$ cat src/rtl/alu_seq_pkg.sv
// Shared opcode encodings, FSM state type and flag bundle for the registered ALU alu_seq.
// The optional multiply path is controlled by the ALU_MUL_EN macro.
package alu_seq_pkg;

  localparam logic [2:0] OPC_NEG = 3'b000;  // ~A + 1
  localparam logic [2:0] OPC_INC = 3'b001;  // A + 1
  localparam logic [2:0] OPC_ADC = 3'b010;  // A + B + C
  localparam logic [2:0] OPC_ADH = 3'b011;  // A + (B >> 1)
  localparam logic [2:0] OPC_AND = 3'b100;
  localparam logic [2:0] OPC_OR  = 3'b101;
  localparam logic [2:0] OPC_CAT = 3'b110;  // {A.lo, B.lo}
  localparam logic [2:0] OPC_MUL = 3'b111;

  typedef enum logic [1:0] {
    S_IDLE = 2'd0,
    S_MUL  = 2'd1,
    S_DONE = 2'd2
  } state_e;

  typedef struct packed {
    logic zer;
    logic neg;
    logic cry;
    logic ovf;
  } flags_t;

  // Two's-complement overflow of a + b: equal operand signs, different result sign.
  function automatic logic add_ovf(input logic a_msb, input logic b_msb, input logic s_msb);
    return (a_msb == b_msb) && (s_msb != a_msb);
  endfunction

endpackage

$ cat src/rtl/alu_shift_add_mul.sv
// Iterative shift-add multiplier returning the low WIDTH bits of A*B after exactly WIDTH steps.
// Only compiled when ALU_MUL_EN is defined.
`ifdef ALU_MUL_EN
module alu_shift_add_mul #(
  parameter int WIDTH = 16
) (
  input  logic             clk,
  input  logic             rst_n,
  input  logic             start_i,
  input  logic [WIDTH-1:0] a_i,
  input  logic [WIDTH-1:0] b_i,
  output logic             busy_o,
  output logic             done_o,
  output logic [WIDTH-1:0] product_o
);

  localparam int CNT_W = $clog2(WIDTH) + 1;
  localparam logic [CNT_W-1:0] LAST_STEP = CNT_W'(WIDTH - 1);

  logic [WIDTH-1:0] mcand_q;
  logic [WIDTH-1:0] mplier_q;
  logic [WIDTH-1:0] acc_q;
  logic [WIDTH-1:0] acc_d;
  logic [CNT_W-1:0] cnt_q;
  logic             busy_q;

  // The final step's sum is offered combinationally so the caller can register it on the same edge.
  assign acc_d     = acc_q + (mplier_q[0] ? mcand_q : '0);
  assign busy_o    = busy_q;
  assign done_o    = busy_q && (cnt_q == LAST_STEP);
  assign product_o = acc_d;

  // NOTE: non-blocking assignments for every flop so all registers update from pre-edge values.
  always_ff @(posedge clk) begin
    if (!rst_n) begin
      busy_q <= 1'b0;
      cnt_q  <= '0;
    end else if (start_i) begin
      busy_q <= 1'b1;
      cnt_q  <= '0;
    end else if (busy_q) begin
      cnt_q <= cnt_q + CNT_W'(1);
      if (cnt_q == LAST_STEP) begin
        busy_q <= 1'b0;
      end
    end
  end

  // NOTE: datapath registers carry no reset; start_i always reloads them before busy_o qualifies them.
  always_ff @(posedge clk) begin
    if (start_i) begin
      mcand_q  <= a_i;
      mplier_q <= b_i;
      acc_q    <= '0;
    end else if (busy_q) begin
      acc_q    <= acc_d;
      mcand_q  <= mcand_q << 1;
      mplier_q <= mplier_q >> 1;
    end
  end

endmodule
`endif

$ cat src/rtl/alu_seq.sv
// Registered WIDTH-bit ALU with valid/ready on both sides and carry/overflow flags.
// Define ALU_MUL_EN to build the multi-cycle shift-add multiply for opcode 111.
module alu_seq
  import alu_seq_pkg::*;
#(
  parameter int WIDTH = 16
) (
  input  logic             clk,
  input  logic             rst_n,
  input  logic             in_valid,
  output logic             in_ready,
  input  logic [WIDTH-1:0] inA,
  input  logic [WIDTH-1:0] inB,
  input  logic             inC,
  input  logic [2:0]       opc,
  output logic             out_valid,
  input  logic             out_ready,
  output logic [WIDTH-1:0] outW,
  output logic             zer,
  output logic             neg,
  output logic             cry,
  output logic             ovf
);

  localparam int HALF = WIDTH / 2;

  state_e           state_q, state_d;
  logic             out_valid_q;
  logic [WIDTH-1:0] outw_q;
  flags_t           flags_q;

  logic             accept;
  logic             load;
  logic [WIDTH-1:0] wb_w;
  flags_t           wb_f;

  logic [WIDTH-1:0] add_a, add_b;
  logic             add_c;
  logic [WIDTH:0]   sum;
  logic [WIDTH-1:0] res;
  flags_t           res_f;

`ifdef ALU_MUL_EN
  logic             mul_start;
  logic             mul_busy;
  logic             mul_done;
  logic [WIDTH-1:0] mul_prod;
`endif

  // All four arithmetic opcodes share one WIDTH+1-bit adder.
  // NOTE: every always_comb output gets a default first so no path can infer a latch.
  always_comb begin
    add_a = inA;
    add_b = '0;
    add_c = 1'b0;
    unique case (opc)
      OPC_NEG: begin
        add_a = ~inA;
        add_c = 1'b1;
      end
      OPC_INC: add_c = 1'b1;
      OPC_ADC: begin
        add_b = inB;
        add_c = inC;
      end
      OPC_ADH: add_b = inB >> 1;
      default: ;
    endcase
  end

  assign sum = {1'b0, add_a} + {1'b0, add_b} + {{WIDTH{1'b0}}, add_c};

  always_comb begin
    res       = '0;
    res_f.cry = 1'b0;
    res_f.ovf = 1'b0;
    unique case (opc)
      OPC_NEG: begin
        res       = sum[WIDTH-1:0];
        res_f.cry = sum[WIDTH];
      end
      OPC_INC, OPC_ADC, OPC_ADH: begin
        res       = sum[WIDTH-1:0];
        res_f.cry = sum[WIDTH];
        res_f.ovf = add_ovf(add_a[WIDTH-1], add_b[WIDTH-1], sum[WIDTH-1]);
      end
      OPC_AND: res = inA & inB;
      OPC_OR:  res = inA | inB;
      OPC_CAT: res = {inA[HALF-1:0], inB[HALF-1:0]};
      default: res = '0;  // multiply without the multiplier built
    endcase
    res_f.zer = (res == '0);
    res_f.neg = res[WIDTH-1];
  end

`ifdef ALU_MUL_EN
  alu_shift_add_mul #(
    .WIDTH(WIDTH)
  ) u_mul (
    .clk      (clk),
    .rst_n    (rst_n),
    .start_i  (mul_start),
    .a_i      (inA),
    .b_i      (inB),
    .busy_o   (mul_busy),
    .done_o   (mul_done),
    .product_o(mul_prod)
  );
`endif

  assign in_ready = rst_n && ((state_q == S_IDLE) || ((state_q == S_DONE) && out_ready));
  assign accept   = in_valid && in_ready;

  always_comb begin
    state_d = state_q;
    load    = 1'b0;
    wb_w    = res;
    wb_f    = res_f;
`ifdef ALU_MUL_EN
    mul_start = 1'b0;
`endif
    unique case (state_q)
      S_IDLE, S_DONE: begin
        if (accept) begin
`ifdef ALU_MUL_EN
          if (opc == OPC_MUL) begin
            state_d   = S_MUL;
            mul_start = 1'b1;
          end else begin
            state_d = S_DONE;
            load    = 1'b1;
          end
`else
          state_d = S_DONE;
          load    = 1'b1;
`endif
        end else if ((state_q == S_DONE) && out_ready) begin
          state_d = S_IDLE;
        end
      end
`ifdef ALU_MUL_EN
      S_MUL: begin
        if (mul_done) begin
          state_d   = S_DONE;
          load      = 1'b1;
          wb_w      = mul_prod;
          wb_f.zer  = (mul_prod == '0);
          wb_f.neg  = mul_prod[WIDTH-1];
          wb_f.cry  = 1'b0;
          wb_f.ovf  = 1'b0;
        end else if (!mul_busy) begin
          state_d = S_IDLE;  // multiplier lost its operation; never present a partial result
        end
      end
`endif
      default: state_d = S_IDLE;
    endcase
  end

  always_ff @(posedge clk) begin
    if (!rst_n) begin
      state_q     <= S_IDLE;
      out_valid_q <= 1'b0;
      outw_q      <= '0;
      flags_q     <= '0;
    end else begin
      state_q     <= state_d;
      out_valid_q <= (state_d == S_DONE);
      if (load) begin
        outw_q  <= wb_w;
        flags_q <= wb_f;
      end
    end
  end

  assign out_valid = out_valid_q;
  assign outW      = outw_q;
  assign zer       = flags_q.zer;
  assign neg       = flags_q.neg;
  assign cry       = flags_q.cry;
  assign ovf       = flags_q.ovf;

endmodule

$ cat config.mk
export PLATFORM = sky130hd
export DESIGN_NAME = alu_seq
export DESIGN_NICKNAME = d
export VERILOG_FILES = /design/src/rtl/alu_seq_pkg.sv /design/src/rtl/alu_shift_add_mul.sv /design/src/rtl/alu_seq.sv
export SDC_FILE = /design/constraint.sdc
export NUM_CORES = 1
export LEC_CHECK = 0
export CAP_MARGIN = 10
export CORE_MARGIN = 2
export CORE_UTILIZATION = 45
export CTS_BUF_LIST = sky130_fd_sc_hd__clkbuf_4
export DETAILED_ROUTE_END_ITERATION = 16
export GPL_TIMING_DRIVEN = 0
export MAX_ROUTING_LAYER = met4
export PLACE_DENSITY = 0.73
export SYNTH_ARGS = -nofsm -noshare
export SYNTH_HDL_FRONTEND = slang
export SYNTH_SLANG_ARGS = --single-unit
$ cat constraint.sdc
create_clock -name clk -period 9.19 [get_ports clk]
set_clock_uncertainty 0.1 [all_clocks]
set_input_delay 1.838 -clock clk [delete_from_list [all_inputs] [get_ports clk]]
set_output_delay 1.838 -clock clk [all_outputs]
set_load 0.01 [all_outputs]
==> run summary <==
PLACE
------------------------------------------------------------------------------------
Count of buffers from port buffering ..................................           60
Cell count after placement ............................................          478
Routability-driven placement congestion ratio .........................        0.992
DPL Wire Length .......................................................      6.56 mm

DETAILED ROUTING
------------------------------------------------------------------------------------
Uppermost metal layer occupied by signal nets .........................         met4
Drc violations ........................................................            0
DRT met1 WL ...........................................................      3.62 mm
Detail Route Antenna Nets .............................................            0
First-pass iteration count of the detailed router .....................            6
Routed via count ......................................................         2867
Post-detailed-route wirelength per cell ...............................      16.8 um
Number of vias per cell ...............................................         5.95
Routed length on met2 .................................................      3.79 mm
Met3 routed WL ........................................................       518 um
Iteration-0 DRC Markers ...............................................          115
DRT Wirelength ........................................................      8.09 mm

DIE
------------------------------------------------------------------------------------
FP Rows ...............................................................           27
IO Count ..............................................................           62
Initial core utilization ..............................................        47.0%
Die area ..............................................................    6440 um^2
X dimension of the die ................................................      80.3 um
Core region area ......................................................    5570 um^2
Height of the die .....................................................      80.3 um

JOB
------------------------------------------------------------------------------------
Reported max-cap violation count ......................................            0

YOSYS
------------------------------------------------------------------------------------
Number of synthesized flops with an enable pin ........................            0
Seq cells post-synth ..................................................           22
Top-area cell type share of the netlist area ..........................        16.8%
Share of flip-flops with an asynchronous set or reset after synthesis .           0%
Top cells by area in the synthesized netlist .......................... dfxtp_1 17%, ha_1 7.2%, mux2i_1 6.1%, xor2_1 6.0%, nor2_1 5.9%
Largest area contributor in the synthesized netlist ...................      dfxtp_1
Sequential-to-total area share from yosys stat ........................        16.8%
Average size of a mapped cell .........................................    7.57 um^2
Count of mapped cells out of synthesis ................................          346
Leading cell type by number of instances after synthesis ..............       nor2_1
Yosys synthesis warning count .........................................            0
Number of library cell types mapped by synthesis ......................           59
Synthesized Nets ......................................................          403
Most used standard cells in the synthesized netlist ................... 41 x nor2_1, 25 x o21ai_0, 24 x nand2_1, 22 x a21oi_1, 22 x dfxtp_1
Netlist area before placement .........................................    2620 um^2
Leading register cell type out of synthesis ...........................      dfxtp_1

OUTCOME
------------------------------------------------------------------------------------
Result of the run ..................................................... finished clean

CTS
------------------------------------------------------------------------------------
Quantity of hold-fixing buffers added after cts .......................            0
CTS tree ..............................................................         done
Num CTS Buffers .......................................................            3
Clock-pin slew on the worst setup and hold paths ......................      0.12 ns
Insertion delay of the later-clocked pin in the worst-skew pair .......      0.30 ns
Library cell used as clock root buffer ................................     clkbuf_4
# clock sinks .........................................................           22
CTS HTree Levels ......................................................            1
Setup Buffers After CTS ...............................................            0
Maximum number of buffers from clock root to sink .....................            2
Post-cts sizing count .................................................            0

MIN PATH
------------------------------------------------------------------------------------
Number of cells traversed by the worst hold path ......................            2
Path category of the worst min-delay check ............................   reg -> reg

TIMING
------------------------------------------------------------------------------------
Worst Max-Slew Pin Slew ...............................................     0.930 ns
Unrepaired setup endpoints after global routing .......................           no
Final Hold Fails ......................................................            0
Clock period minus worst slack ........................................      6.85 ns
Achievable clock frequency ............................................    0.146 GHz
Post-route clock period utilization ...................................        74.5%
Setup Total Neg Slack .................................................         0 ns
Max Transition Viols Final ............................................            0
Final setup violation count ...........................................            0
Normalized max-slew margin ............................................        37.8%

WORST SETUP PATH
------------------------------------------------------------------------------------
Worst reg-to-reg path cell count ......................................            9
FF-to-FF setup slack ..................................................      7.16 ns
Cell count along the critical path ....................................           17
Slowest cell on the critical path .....................................       nor2_1
Largest driver fanout on the critical path ............................           10
Critical path data required time ......................................      9.34 ns
Delay of the slowest critical-path stage ..............................      0.76 ns
Gate family responsible for the most delay along the worst path ....... simple AND/OR/NAND/NOR gates
Data arrival time of the critical path ................................      7.00 ns
WP buf/inv ............................................................            3
Sequence of cells on the critical path ................................ clkdlybuf4s50_1 > or2_2 > clkbuf_1 > nor2_1 > buf_2 > xnor2_1 > fa_1 > fa_1 > nor2b_1 > o2111ai_1 > and3_1 > o41a_1 > nor2_1 > mux2i_1 > and4_1 > nand4_1 > o21ai_1
CP Launch Type ........................................................   input port
Crit end category .....................................................     register
Worst Setup Path Type .................................................    in -> reg

PWR
------------------------------------------------------------------------------------
Power Dens Cells ...................................................... 93.0 nW/um^2
Lkg Pwr ...............................................................      1.41 nW
Worst voltage drop across the vdd grid ................................  0.0000626 V

GLOBAL ROUTE
------------------------------------------------------------------------------------
Largest net degree at the start of global routing .....................           13
Number of antenna violations at the first check in global routing .....            0
Global-route wire length before repair ................................      13.2 mm
All-Layer GR Usage ....................................................        26.6%
Remaining Overflow, GRT ...............................................            0
Number of global-route vias before repair .............................         2768

FINAL LAYOUT
------------------------------------------------------------------------------------
Filler Cells Inserted .................................................          555
Utilization after layout ..............................................        59.8%
Number of non-filler instances in the completed layout ................          482
Final layout net count ................................................          468
Diode count ...........................................................            0
Area growth from synthesis to layout ..................................        27.4%
Ratio of cells with drive above 1 in the final layout .................        5.85%

## cell usage in the layout (no fill, tap or decap), types with 4 or more instances in the layout
cell and instances:
a31oi_1 4, a221o_1 4, xnor2_1 9, o211a_1 9, a21oi_1 22, mux2i_1 16
nor3b_1 5, nor2b_1 4, buf_2 4, clkbuf_1 10, nand2_1 24, o21ai_0 25
or3_1 4, nor2_1 41, nand3_1 10, inv_1 7, clkdlybuf4s50_1 60, ha_1 15
a21o_1 6, or2_2 5, xor2_1 18, o211ai_1 5, buf_4 4, dfxtp_1 22
nor3_1 7, maj3_1 6, o21a_1 7
## tightest hold or removal path: stages, from the launching register on
cell     delay, ns
dfxtp_1       0.34
nand3_1       0.06
o21ai_1       0.05
## state kept, by name, indices dropped and copies added, names as in the netlist
| name | cells |
|---|---|
| zer | 1 |
| ovf | 1 |
| state_q | 2 |
| cry | 1 |
| out_valid | 1 |
| outW | 16 |
## cells by family (layout without fill, tap and decap cells)
kind of cell	Yosys count	in the layout	synth area share, %
fa+ha+maj	23	23	11.0
simple gates	118	118	22.2
xor+xnor	27	27	9.03
flops	22	22	16.8
buf+inv	31	95	6.07
other cells	1	1	0.143
mux	17	17	6.55
compound gates	107	107	28.2
## metal layers
| metal | track usage [%] | vias to the layer above |
|---|---|---|
| met2 | 44.8 | 115 |
| met3 | 3.48 | 16 |
| li1 | - | 1398 |
| met4 | 5.25 | 0 |
| met1 | 34.4 | 1338 |
| met5 | - | - |
## final cells by class
cell class                      count  area (um^2)  share of cell area [%]
Clock inverter                      1         3.75                   0.113
Tap cell                           72         90.1                    2.70
Clock buffer                        3         22.5                   0.675
Multi-Input combinational cell    293         2020                    60.5
Inverter                            9         33.8                    1.01
Timing Repair Buffer               60          601                    18.0
Sequential cell                    22          440                    13.2
Buffer                             22          125                    3.75
## path summary, 6_finish.rpt
path / start / to
worst max-delay path: opc[1] / zer$_SDFFE_PN0P_
worst min-delay path: zer$_SDFFE_PN0P_ / zer$_SDFFE_PN0P_
worst max register to register: state_q[0]$_SDFF_PN0_ / zer$_SDFFE_PN0P_
worst min register to register: zer$_SDFFE_PN0P_ / zer$_SDFFE_PN0P_
## where the power goes
part	switching (mW)	total [mW]	internal [mW]
combinational	0.0890	0.164	0.0751
sequential	0.00236	0.102	0.100
clock	0.0279	0.0437	0.0158
## metrics by stage
step	setup slack [ns]	instance area [um^2]	total power, mW	hold slack (ns)
6_report	2.34	3330	0.310	0.385
5_1_grt	2.16	3330	0.334	0.396
4_1_cts	2.40	3330	0.309	0.383
3_5_place_dp	2.09	3310	0.266	0.366
3_3_place_gp	2.12	3310	0.265	0.349
2_1_floorplan	3.48	2620	0.207	0.381
Note: power is estimated with default switching activity, not from simulation.
